File: config.mk
export PLATFORM = sky130hd
export DESIGN_NAME = ved_mult_pipe
export DESIGN_NICKNAME = d
export VERILOG_FILES = /design/src/rtl/ved_mult_pipe.sv
export SDC_FILE = /design/constraint.sdc
export NUM_CORES = 1
export LEC_CHECK = 0
export CORE_AREA = 2 2 105 107
export DETAILED_ROUTE_END_ITERATION = 7
export DIE_AREA = 0 0 107 109
export HOLD_SLACK_MARGIN = 0.02
export PLACE_DENSITY_LB_ADDON = 0.25
export SLEW_MARGIN = 15
export SYNTH_ARGS = -nofsm -noshare
export SYNTH_HDL_FRONTEND = slang
export SYNTH_SLANG_ARGS = --single-unit
File: constraint.sdc
create_clock -name clk -period 3.6 [get_ports clk]
set_input_delay 0.36 -clock clk [delete_from_list [all_inputs] [get_ports clk]]
set_output_delay 0.36 -clock clk [all_outputs]
set_load 0.05 [all_outputs]
File: src/rtl/ved_mult_pipe.sv
// Three-stage pipelined signed/unsigned multiplier built from recursive Vedic
// (Urdhva Tiryagbhyam) cross-multiply cells, with a valid/ready stall handshake.

// Recursive N x N Vedic cell: four N/2 sub-products recombined, 2x2 at the leaf.
module ved_mult_cell #(
  parameter int N = 2
) (
  input  logic [N-1:0]   x,
  input  logic [N-1:0]   y,
  output logic [2*N-1:0] p
);

  localparam int PW = 2 * N;

  if (N == 2) begin : g_leaf
    logic t_hl, t_lh, t_hh, c_1;

    // Leaf: four AND terms; two half adders fold the cross terms and the carry.
    assign p[0] = x[0] & y[0];
    assign t_hl = x[1] & y[0];
    assign t_lh = x[0] & y[1];
    assign t_hh = x[1] & y[1];
    assign p[1] = t_hl ^ t_lh;
    assign c_1  = t_hl & t_lh;
    assign p[2] = t_hh ^ c_1;
    assign p[3] = t_hh & c_1;
  end else begin : g_node
    localparam int M = N / 2;

    logic [N-1:0] pp_ll, pp_hl, pp_lh, pp_hh;
    logic [N+1:0] mid_sum;

    ved_mult_cell #(.N(M)) u_ll (.x(x[M-1:0]), .y(y[M-1:0]), .p(pp_ll));
    ved_mult_cell #(.N(M)) u_hl (.x(x[N-1:M]), .y(y[M-1:0]), .p(pp_hl));
    ved_mult_cell #(.N(M)) u_lh (.x(x[M-1:0]), .y(y[N-1:M]), .p(pp_lh));
    ved_mult_cell #(.N(M)) u_hh (.x(x[N-1:M]), .y(y[N-1:M]), .p(pp_hh));

    assign mid_sum = {2'b00, pp_hl} + {2'b00, pp_lh};
    assign p       = {pp_hh, pp_ll} + (PW'(mid_sum) << M);
  end

endmodule

// Pipeline top. WIDTH must be 4, 8, 16 or 32 so every recursion level halves evenly.
module ved_mult_pipe #(
  parameter int WIDTH = 8
) (
  input  logic               clk,
  input  logic               rst,
  input  logic               in_valid,
  output logic               in_ready,
  input  logic [WIDTH-1:0]   a,
  input  logic [WIDTH-1:0]   b,
  input  logic               signed_mode,
  output logic               out_valid,
  input  logic               out_ready,
  output logic [2*WIDTH-1:0] result
);

  localparam int H  = WIDTH / 2;
  localparam int RW = 2 * WIDTH;
  localparam logic [WIDTH-1:0] ONE_W = WIDTH'(1);
  localparam logic [RW-1:0]    ONE_R = RW'(1);

  logic adv;

  // Stage 1: operand magnitudes, signs and mode.
  logic             s1_valid_q,  s1_valid_d;
  logic [WIDTH-1:0] s1_mag_a_q,  s1_mag_a_d;
  logic [WIDTH-1:0] s1_mag_b_q,  s1_mag_b_d;
  logic             s1_sign_a_q, s1_sign_a_d;
  logic             s1_sign_b_q, s1_sign_b_d;
  logic             s1_mode_q,   s1_mode_d;

  // Stage 2: half-width partial products and the final sign decision.
  logic             s2_valid_q,  s2_valid_d;
  logic [WIDTH-1:0] s2_pp_ll_q,  s2_pp_ll_d;
  logic [WIDTH-1:0] s2_pp_hl_q,  s2_pp_hl_d;
  logic [WIDTH-1:0] s2_pp_lh_q,  s2_pp_lh_d;
  logic [WIDTH-1:0] s2_pp_hh_q,  s2_pp_hh_d;
  logic             s2_neg_q,    s2_neg_d;

  // Stage 3: output registers.
  logic             out_valid_q, out_valid_d;
  logic [RW-1:0]    result_q,    result_d;

  logic             neg_a, neg_b;
  logic [WIDTH-1:0] mag_a, mag_b;
  logic [WIDTH-1:0] pp_ll, pp_hl, pp_lh, pp_hh;
  logic [WIDTH+1:0] mid_sum;
  logic [RW-1:0]    prod_mag, prod_signed;

  // Two's-complement magnitude; the most negative value maps to 2^(WIDTH-1).
  assign neg_a = signed_mode & a[WIDTH-1];
  assign neg_b = signed_mode & b[WIDTH-1];
  assign mag_a = neg_a ? (~a + ONE_W) : a;
  assign mag_b = neg_b ? (~b + ONE_W) : b;

  ved_mult_cell #(.N(H)) u_pp_ll (.x(s1_mag_a_q[H-1:0]),     .y(s1_mag_b_q[H-1:0]),     .p(pp_ll));
  ved_mult_cell #(.N(H)) u_pp_hl (.x(s1_mag_a_q[WIDTH-1:H]), .y(s1_mag_b_q[H-1:0]),     .p(pp_hl));
  ved_mult_cell #(.N(H)) u_pp_lh (.x(s1_mag_a_q[H-1:0]),     .y(s1_mag_b_q[WIDTH-1:H]), .p(pp_lh));
  ved_mult_cell #(.N(H)) u_pp_hh (.x(s1_mag_a_q[WIDTH-1:H]), .y(s1_mag_b_q[WIDTH-1:H]), .p(pp_hh));

  // Negating a zero magnitude yields zero, so no special case is needed.
  assign mid_sum     = {2'b00, s2_pp_hl_q} + {2'b00, s2_pp_lh_q};
  assign prod_mag    = {s2_pp_hh_q, s2_pp_ll_q} + (RW'(mid_sum) << H);
  assign prod_signed = s2_neg_q ? (~prod_mag + ONE_R) : prod_mag;

  always_comb begin
    // NOTE: every _d takes its _q as a default first, so a stalled stage holds
    // without an else branch and no latch can be inferred.
    adv         = !out_valid_q || out_ready;
    s1_valid_d  = s1_valid_q;
    s1_mag_a_d  = s1_mag_a_q;
    s1_mag_b_d  = s1_mag_b_q;
    s1_sign_a_d = s1_sign_a_q;
    s1_sign_b_d = s1_sign_b_q;
    s1_mode_d   = s1_mode_q;
    s2_valid_d  = s2_valid_q;
    s2_pp_ll_d  = s2_pp_ll_q;
    s2_pp_hl_d  = s2_pp_hl_q;
    s2_pp_lh_d  = s2_pp_lh_q;
    s2_pp_hh_d  = s2_pp_hh_q;
    s2_neg_d    = s2_neg_q;
    out_valid_d = out_valid_q;
    result_d    = result_q;

    if (adv) begin
      s1_valid_d  = in_valid && adv;
      s2_valid_d  = s1_valid_q;
      out_valid_d = s2_valid_q;

      // Payloads only move with a valid bit, so idle inputs and bubbles leave data untouched.
      if (in_valid) begin
        s1_mag_a_d  = mag_a;
        s1_mag_b_d  = mag_b;
        s1_sign_a_d = neg_a;
        s1_sign_b_d = neg_b;
        s1_mode_d   = signed_mode;
      end
      if (s1_valid_q) begin
        s2_pp_ll_d = pp_ll;
        s2_pp_hl_d = pp_hl;
        s2_pp_lh_d = pp_lh;
        s2_pp_hh_d = pp_hh;
        s2_neg_d   = s1_mode_q & (s1_sign_a_q ^ s1_sign_b_q);
      end
      if (s2_valid_q) begin
        result_d = prod_signed;
      end
    end
  end

  always_ff @(posedge clk) begin
    if (rst) begin
      s1_valid_q  <= 1'b0;
      s2_valid_q  <= 1'b0;
      out_valid_q <= 1'b0;
      result_q    <= '0;
    end else begin
      s1_valid_q  <= s1_valid_d;
      s2_valid_q  <= s2_valid_d;
      out_valid_q <= out_valid_d;
      result_q    <= result_d;
    end
  end

  // NOTE: datapath stage registers carry no reset; their contents are only
  // consumed when the matching valid bit, which does reset, is set.
  always_ff @(posedge clk) begin
    s1_mag_a_q  <= s1_mag_a_d;
    s1_mag_b_q  <= s1_mag_b_d;
    s1_sign_a_q <= s1_sign_a_d;
    s1_sign_b_q <= s1_sign_b_d;
    s1_mode_q   <= s1_mode_d;
    s2_pp_ll_q  <= s2_pp_ll_d;
    s2_pp_hl_q  <= s2_pp_hl_d;
    s2_pp_lh_q  <= s2_pp_lh_d;
    s2_pp_hh_q  <= s2_pp_hh_d;
    s2_neg_q    <= s2_neg_d;
  end

  assign in_ready  = adv;
  assign out_valid = out_valid_q;
  assign result    = result_q;

endmodule

==> run_results.csv, run 1 <==
group,metric,value,unit
floorplan,die_area,0.0117,mm^2
setup_path,cpPeakStageDelay,0.39,ns
synthesis,synthSimpleGateAreaFrac,0.172,
outcome,violations,"negative setup slack",
floorplan,initial_core_util,0.535,
clocking,clk_path_buf_depth,2,
pwr,ir_drop,0.213,mV
synthesis,synth-edff-count,52,
sta,maxSlewHeadroom,0.393,
hold_path,worstHoldPathType,"flop to flop",
route,firstDrtPassIters,4,
pwr,pwr-share-comb,0.495,
grt,grt_use_met2,0.362,
synthesis,synthCells,548,
pwr,pwr-share-clk,0.183,
clocking,cts_hold_buffers,0,
setup_path,ff2ff_setup_slack,-0.14,ns
placed_design,place.gp.congestion,0.880,
synthesis,synth_top_family_by_area,"adder cells",
floorplan,die_w,107,um
cells_and_area,antenna_cells,0,
grt,grt_max_degree,35,
setup_path,endpoint_kind,"flop",
setup_path,path_max_fanout,3,
setup_path,cp.arrival,3.98,ns
clocking,cts_tree,"yes",
clocking,clock_latency,0.34,ns
sta,rsz0062_at_grt,"true",
flow_run,maxCapViolCount,0,
grt,grt.met3_usage,0.0412,
sta,setup_ws,-0.142,ns
synthesis,yosys_warnings,0,
setup_path,worstPathRequired,3.84,ns
floorplan,rows,38,
outcome,status,"complete, but fails checks",
placed_design,io_buffers,38,
synthesis,synth-compound-area-share,0.138,
setup_path,critPathLaunchType,"flop",
placed_design,dp_hpwl,8.28,mm
pwr,p_per_area,488,mW/mm^2
cells_and_area,syn2layout_area_growth,16.9,%
sta,fmax,267,MHz
synthesis,ys.flop_type,"edfxtp_1",
synthesis,avgSynthCellArea,10.4,um^2
pwr,p_int,2.03,mW
synthesis,synth_seq_cells,71,
synthesis,syn_area,0.00567,mm^2
floorplan,dieHeight,109,um
synthesis,synth-xor-area-share,0.0880,
pwr,power_frac_seq,0.322,
route,vias,4112,
floorplan,fp.coreArea,0.0106,mm^2
route,drcViolationCount,0,
synthesis,synthAdderAreaFrac,0.234,
grt,antenna_found_initial,0,
sta,fin_skew,0.0124,ns
setup_path,cpMostUsedCell,"o21ai_1",
grt,grt_pass1_vias,4011,
grt,grt_pass1_wl,17.7,mm
synthesis,synth_mux_area_frac,0.00706,
clocking,cts_buffers,9,
sta,setup_viol,4,
synthesis,ys_async_sr_fraction,0,
cells_and_area,final_common_cell,"ha_1",
route,drt_iter0_drc,165,
setup_path,crit_type,"flop to flop",
cells_and_area,fillers,873,
sta,worst_pin_slew,0.910,ns
cells_and_area,final_cell_mix,"87 x ha_1, 68 x and2_1, 52 x edfxtp_1, 39 x nor2_1, 38 x clkdlybuf4s50_1",
pwr,power,3.24,mW
grt,grt_overflow,0,
synthesis,yosysSeqAreaShare,0.342,
sta,hold_violations,0,
clocking,cts_sinks,71,
pwr,leakage,2.97,nW
route,postRouteAntennaNets,0,
synthesis,syn_nets,669,
grt,grt_usage,0.193,
clocking,clock-root-buffer,"clkbuf_8",
setup_path,slowest_stage,"o41ai_4",
clocking,clkTransAtPathRegs,0.08,ns
sta,drv_slew,0,
route,vias_per_cell,5.49,
pwr,sw_frac_of_total,0.372,
sta,fin_crit_sh,1.04,
floorplan,pin_count,39,
pwr,p_sw,1.20,mW
sta,post-route-min-period,3.74,ns
route,wl_per_cell,14.0,um
cells_and_area,drive_gt1_frac,0.0952,
synthesis,synth_cell_types,48,
route,wl,10.5,mm
cells_and_area,final_nets,725,
grt,grt.busiest_layer,"met2",
sta,holdWs,0.452,ns
grt,use_met1,0.216,
clocking,h-tree-depth,3,
setup_path,path_cells,"ha_2 -> inv_2 -> fa_2 -> nor2b_1 -> o21ai_1 -> a21boi_1 -> o21a_1 -> nor2_2 -> xnor2_2 -> ha_1 -> buf_6 -> or3_4 -> o32ai_4 -> o22ai_2 -> buf_4 -> o41ai_4 -> xor2_1 -> o21ai_1",
layout make-up:
type	instances	area [um^2]	area share
Multi-Input combinational cell	448	3760	0.566
Inverter	22	82.6	0.0125
Sequential cell	71	1940	0.293
Clock inverter	2	13.8	0.00208
Clock buffer	14	173	0.0260
Tap cell	140	175	0.0264
Timing Repair Buffer	52	489	0.0738
through the flow:
stage,setup slack [ns],area [um^2],util,TNS (ns),std cells
finish,-0.142,6630,0.626,-0.201,749
global route,-0.345,6630,0.626,-1.27,749
detailed placement,-0.100,6270,0.591,-0.249,728
CTS,0.0140,6500,0.613,0,745
floorplan,0.105,5670,-,0,548
global placement,0.0244,6270,0.591,0,728
layer usage:
layer,share of wire,routed length [um],up-vias
met1,0.43,4480,1928
met4,0.014,144,0
met5,0,0,-
met2,0.52,5450,84
li1,-,-,2088
met3,0.041,427,12
kinds of logic after synthesis:
| group | count (synthesis) |
|---|---|
| buf+inv | 29 |
| xor+xnor | 57 |
| fa+ha+maj | 100 |
| mux | 4 |
| simple gates | 175 |
| compound gates | 112 |
| flops | 71 |
synthesized netlist by cell type, drive strengths merged (8+ instances only):
cell type  count  area share
ha            90        0.20
and2          70       0.078
edfxtp        52        0.28
nor2          41       0.027
a21oi         31       0.027
xor2          29       0.045
xnor2         28       0.043
nand2         24       0.016
a21o          22       0.029
inv           22       0.015
dfxtp         19       0.067
o21ai         13       0.011
a211oi        11       0.015
fa            10       0.035
nor3           8      0.0071
power groups by stage:
stage          clock network (mW)  registers [mW]  logic, mW
2_1_floorplan                   0            1.08       1.03
6_report                    0.592            1.04       1.60
5_1_grt                     0.640            1.05       1.77
4_1_cts                     0.613            1.04       1.44
3_5_place_dp                    0            1.06       1.38
3_3_place_gp                    0            1.06       1.33
timing repair:
item	4_1_cts	5_1_grt
resized for setup	10	19
pin swaps	8	19
buffers inserted	1	5
endpoints found under the setup margin	3	5
final timing paths:
check,from,endpoint,depth (start not counted)
hold reg to reg,result[5],result[5],2
setup reg to reg,s2_pp_lh_q[0],result[13],18
setup / recovery,s2_pp_lh_q[0],result[13],18
hold / removal,result[5],result[5],2
registers in the layout, summed over array words and instances, names as in the netlist:
register	flops
s2_neg_q	1
out_valid	1
s1_sign_a_q	1
s2_pp_hh_q	8
s2_pp_lh_q	8
s2_valid_q	1
s2_pp_hl_q	8
s1_mag_b_q	8
s2_pp_ll_q	8
s1_sign_b_q	1
result	16
s1_mag_a_q	8
s1_valid_q	1
s1_mode_q	1
worst max-delay path: cells and delay by family (launching register included):
kind,cells,cell delay [ns]
buf+inv,3,0.35
compound gates,7,1.25
fa+ha+maj,3,0.83
simple gates,3,0.56
flops,1,0.34
xor+xnor,2,0.33
Note: power is estimated with default switching activity, not from simulation.
==> inputs of run 2 (changes only) <==
--- a/config.mk
+++ b/config.mk
@@ -5,9 +5,9 @@
 export SDC_FILE = /design/constraint.sdc
 export NUM_CORES = 1
 export LEC_CHECK = 0
-export CORE_AREA = 2 2 105 107
+export CORE_AREA = 2 2 101 103
 export DETAILED_ROUTE_END_ITERATION = 7
-export DIE_AREA = 0 0 107 109
+export DIE_AREA = 0 0 103 105
 export HOLD_SLACK_MARGIN = 0.02
 export PLACE_DENSITY_LB_ADDON = 0.25
 export SLEW_MARGIN = 15
==> constraint.sdc (replaced) <==
create_clock -name clk -period 4.39 [get_ports clk]
set_input_delay 0.439 -clock clk [delete_from_list [all_inputs] [get_ports clk]]
set_output_delay 0.439 -clock clk [all_outputs]
set_load 0.05 [all_outputs]
==> run_results.csv, run 2 (same netlist as run 1, synthesis figures left out) <==
group,metric,value,unit
route,drcViolationCount,0,
floorplan,pin_count,39,
cells_and_area,drive_gt1_frac,0.0453,
pwr,p_sw,0.921,mW
setup_path,startpoint,"s2_pp_hl_q[0]",
setup_path,r2r_end,"result[15]",
route,vias_per_cell,5.55,
floorplan,dieHeight,105,um
clocking,clock-root-buffer,"clkbuf_8",
placed_design,dp_hpwl,8.30,mm
setup_path,cp.arrival,4.03,ns
clocking,clkTransAtPathRegs,0.08,ns
route,vias,4049,
placed_design,io_buffers,38,
setup_path,r2r_cells,17,
pwr,pwr-share-clk,0.199,
pwr,leakage,2.88,nW
sta,setup_tns,0,ns
sta,fin_crit_sh,0.865,
pwr,p_per_area,382,mW/mm^2
pwr,p_int,1.51,mW
setup_path,rr_startpoint,"s2_pp_hl_q[0]",
sta,rsz0062_at_grt,"false",
sta,fmax,263,MHz
clocking,cts_tree,"yes",
outcome,status,"finished clean",
cells_and_area,syn2layout_area_growth,12.5,%
sta,worst_pin_slew,0.928,ns
grt,grt_pass1_vias,4208,
route,drt_iter0_drc,86,
floorplan,die_w,103,um
clocking,clk_path_buf_depth,2,
cells_and_area,final_nets,712,
cells_and_area,final_cell_mix,"90 x ha_1, 69 x and2_1, 52 x edfxtp_1, 41 x nor2_1, 38 x clkdlybuf4s50_1",
flow_run,maxCapViolCount,0,
setup_path,crit_type,"flop to flop",
grt,antenna_found_initial,0,
floorplan,initial_core_util,0.589,
sta,setup_ws,0.590,ns
pwr,power_frac_seq,0.351,
grt,grt_max_degree,35,
clocking,cts_hold_buffers,0,
setup_path,path_cells,"ha_1 -> inv_1 -> fa_1 -> nor2b_1 -> o21ai_0 -> a21boi_0 -> o21a_1 -> nor2_1 -> xnor2_1 -> ha_1 -> a21o_1 -> or4_1 -> nor3_1 -> nor4_4 -> nor4_4 -> a311o_1 -> nand3_1",
clocking,h-tree-depth,3,
cells_and_area,antenna_cells,0,
setup_path,worstPathRequired,4.63,ns
setup_path,slowest_stage,"or4_1",
hold_path,worstHoldPathType,"flop to flop",
setup_path,cpPeakStageDelay,0.43,ns
cells_and_area,final_common_cell,"ha_1",
sta,hold_violations,0,
sta,drv_slew,0,
pwr,pwr-share-comb,0.450,
cells_and_area,fillers,759,
route,wl_per_cell,14.4,um
placed_design,place.gp.congestion,0.828,
grt,grt_usage,0.210,
sta,fin_skew,0.0144,ns
route,postRouteAntennaNets,0,
clocking,cts_sinks,71,
floorplan,fp.coreArea,0.00964,mm^2
clocking,cts_buffers,9,
sta,setup_viol,0,
clocking,post_cts_resized,0,
floorplan,die_area,0.0108,mm^2
clocking,clock_latency,0.34,ns
cells_and_area,largest_reg_flops,16,
setup_path,endpoint_kind,"flop",
sta,maxSlewHeadroom,0.381,
setup_path,critPathLaunchType,"flop",
route,wl,10.5,mm
setup_path,ff2ff_setup_slack,0.59,ns
grt,grt_pass1_wl,18.0,mm
placed_design,dp_slack,0.602,ns
sta,post-route-min-period,3.80,ns
clocking,cts_setup_buffers,0,
route,firstDrtPassIters,4,
pwr,sw_frac_of_total,0.378,
setup_path,crit_path_end,"result[15]",
setup_path,path_max_fanout,7,
floorplan,rows,36,
pwr,ir_drop,0.242,mV
grt,grt_overflow,0,
-- run 2: critical path, delay by kind of cell (launching register included) --
family	cells	cell delay, ns
buffers and inverters	1	0.05
xor gates and xnor gates	1	0.19
DFF	1	0.33
adders and majority gates	3	0.83
AOI/OAI and AO/OA	5	0.99
and+or+nand+nor	7	1.29
-- run 2: worst min path at each step --
stage | to | slack (ns) | start | cells after the start
6_report | result[5] | 0.46 | result[5] | 2
5_1_grt | result[5] | 0.48 | result[5] | 2
4_1_cts | result[5] | 0.47 | result[5] | 2
3_5_place_dp | result[5] | 0.46 | result[5] | 2
3_3_place_gp | result[0] | 0.45 | result[0] | 2
2_1_floorplan | s1_valid_q | 0.45 | s1_valid_q | 2
-- run 2: power groups by stage --
stage | registers (mW) | clock network (mW) | logic [mW]
2_1_floorplan | 0.886 | 0 | 0.843
3_3_place_gp | 0.869 | 0 | 1.05
3_5_place_dp | 0.871 | 0 | 1.09
4_1_cts | 0.856 | 0.492 | 1.10
5_1_grt | 0.864 | 0.521 | 1.22
6_report | 0.855 | 0.484 | 1.10
-- run 2: layout make-up --
type / count / area (um^2) / share of cell area
well taps: 133 / 166 / 0.0261
repair buffers: 39 / 388 / 0.0608
clock buffers: 11 / 151 / 0.0237
flip-flops and latches: 71 / 1940 / 0.304
clock inverters: 5 / 28.8 / 0.00451
inverters: 22 / 82.6 / 0.0129
multi-input cells: 448 / 3620 / 0.568
-- run 2: layer usage --
layer,global-route usage,up-vias,share of wire
met3,0.0415,19,0.028
met4,0.0695,0,0.019
li1,-,2059,-
met2,0.381,63,0.53
met1,0.243,1908,0.42
met5,0,-,0
-- run 2: metrics by stage --
stage               power [mW]  instances  cell area, um^2  hold slack, ns  utilization
floorplan                 1.73        548             5670           0.452            -
global placement          1.92        713             6200           0.446        0.643
detailed placement        1.96        713             6200           0.461        0.643
global route              2.61        729             6380           0.485        0.662
CTS                       2.45        729             6380           0.471        0.662
finish                    2.44        729             6380           0.461        0.662
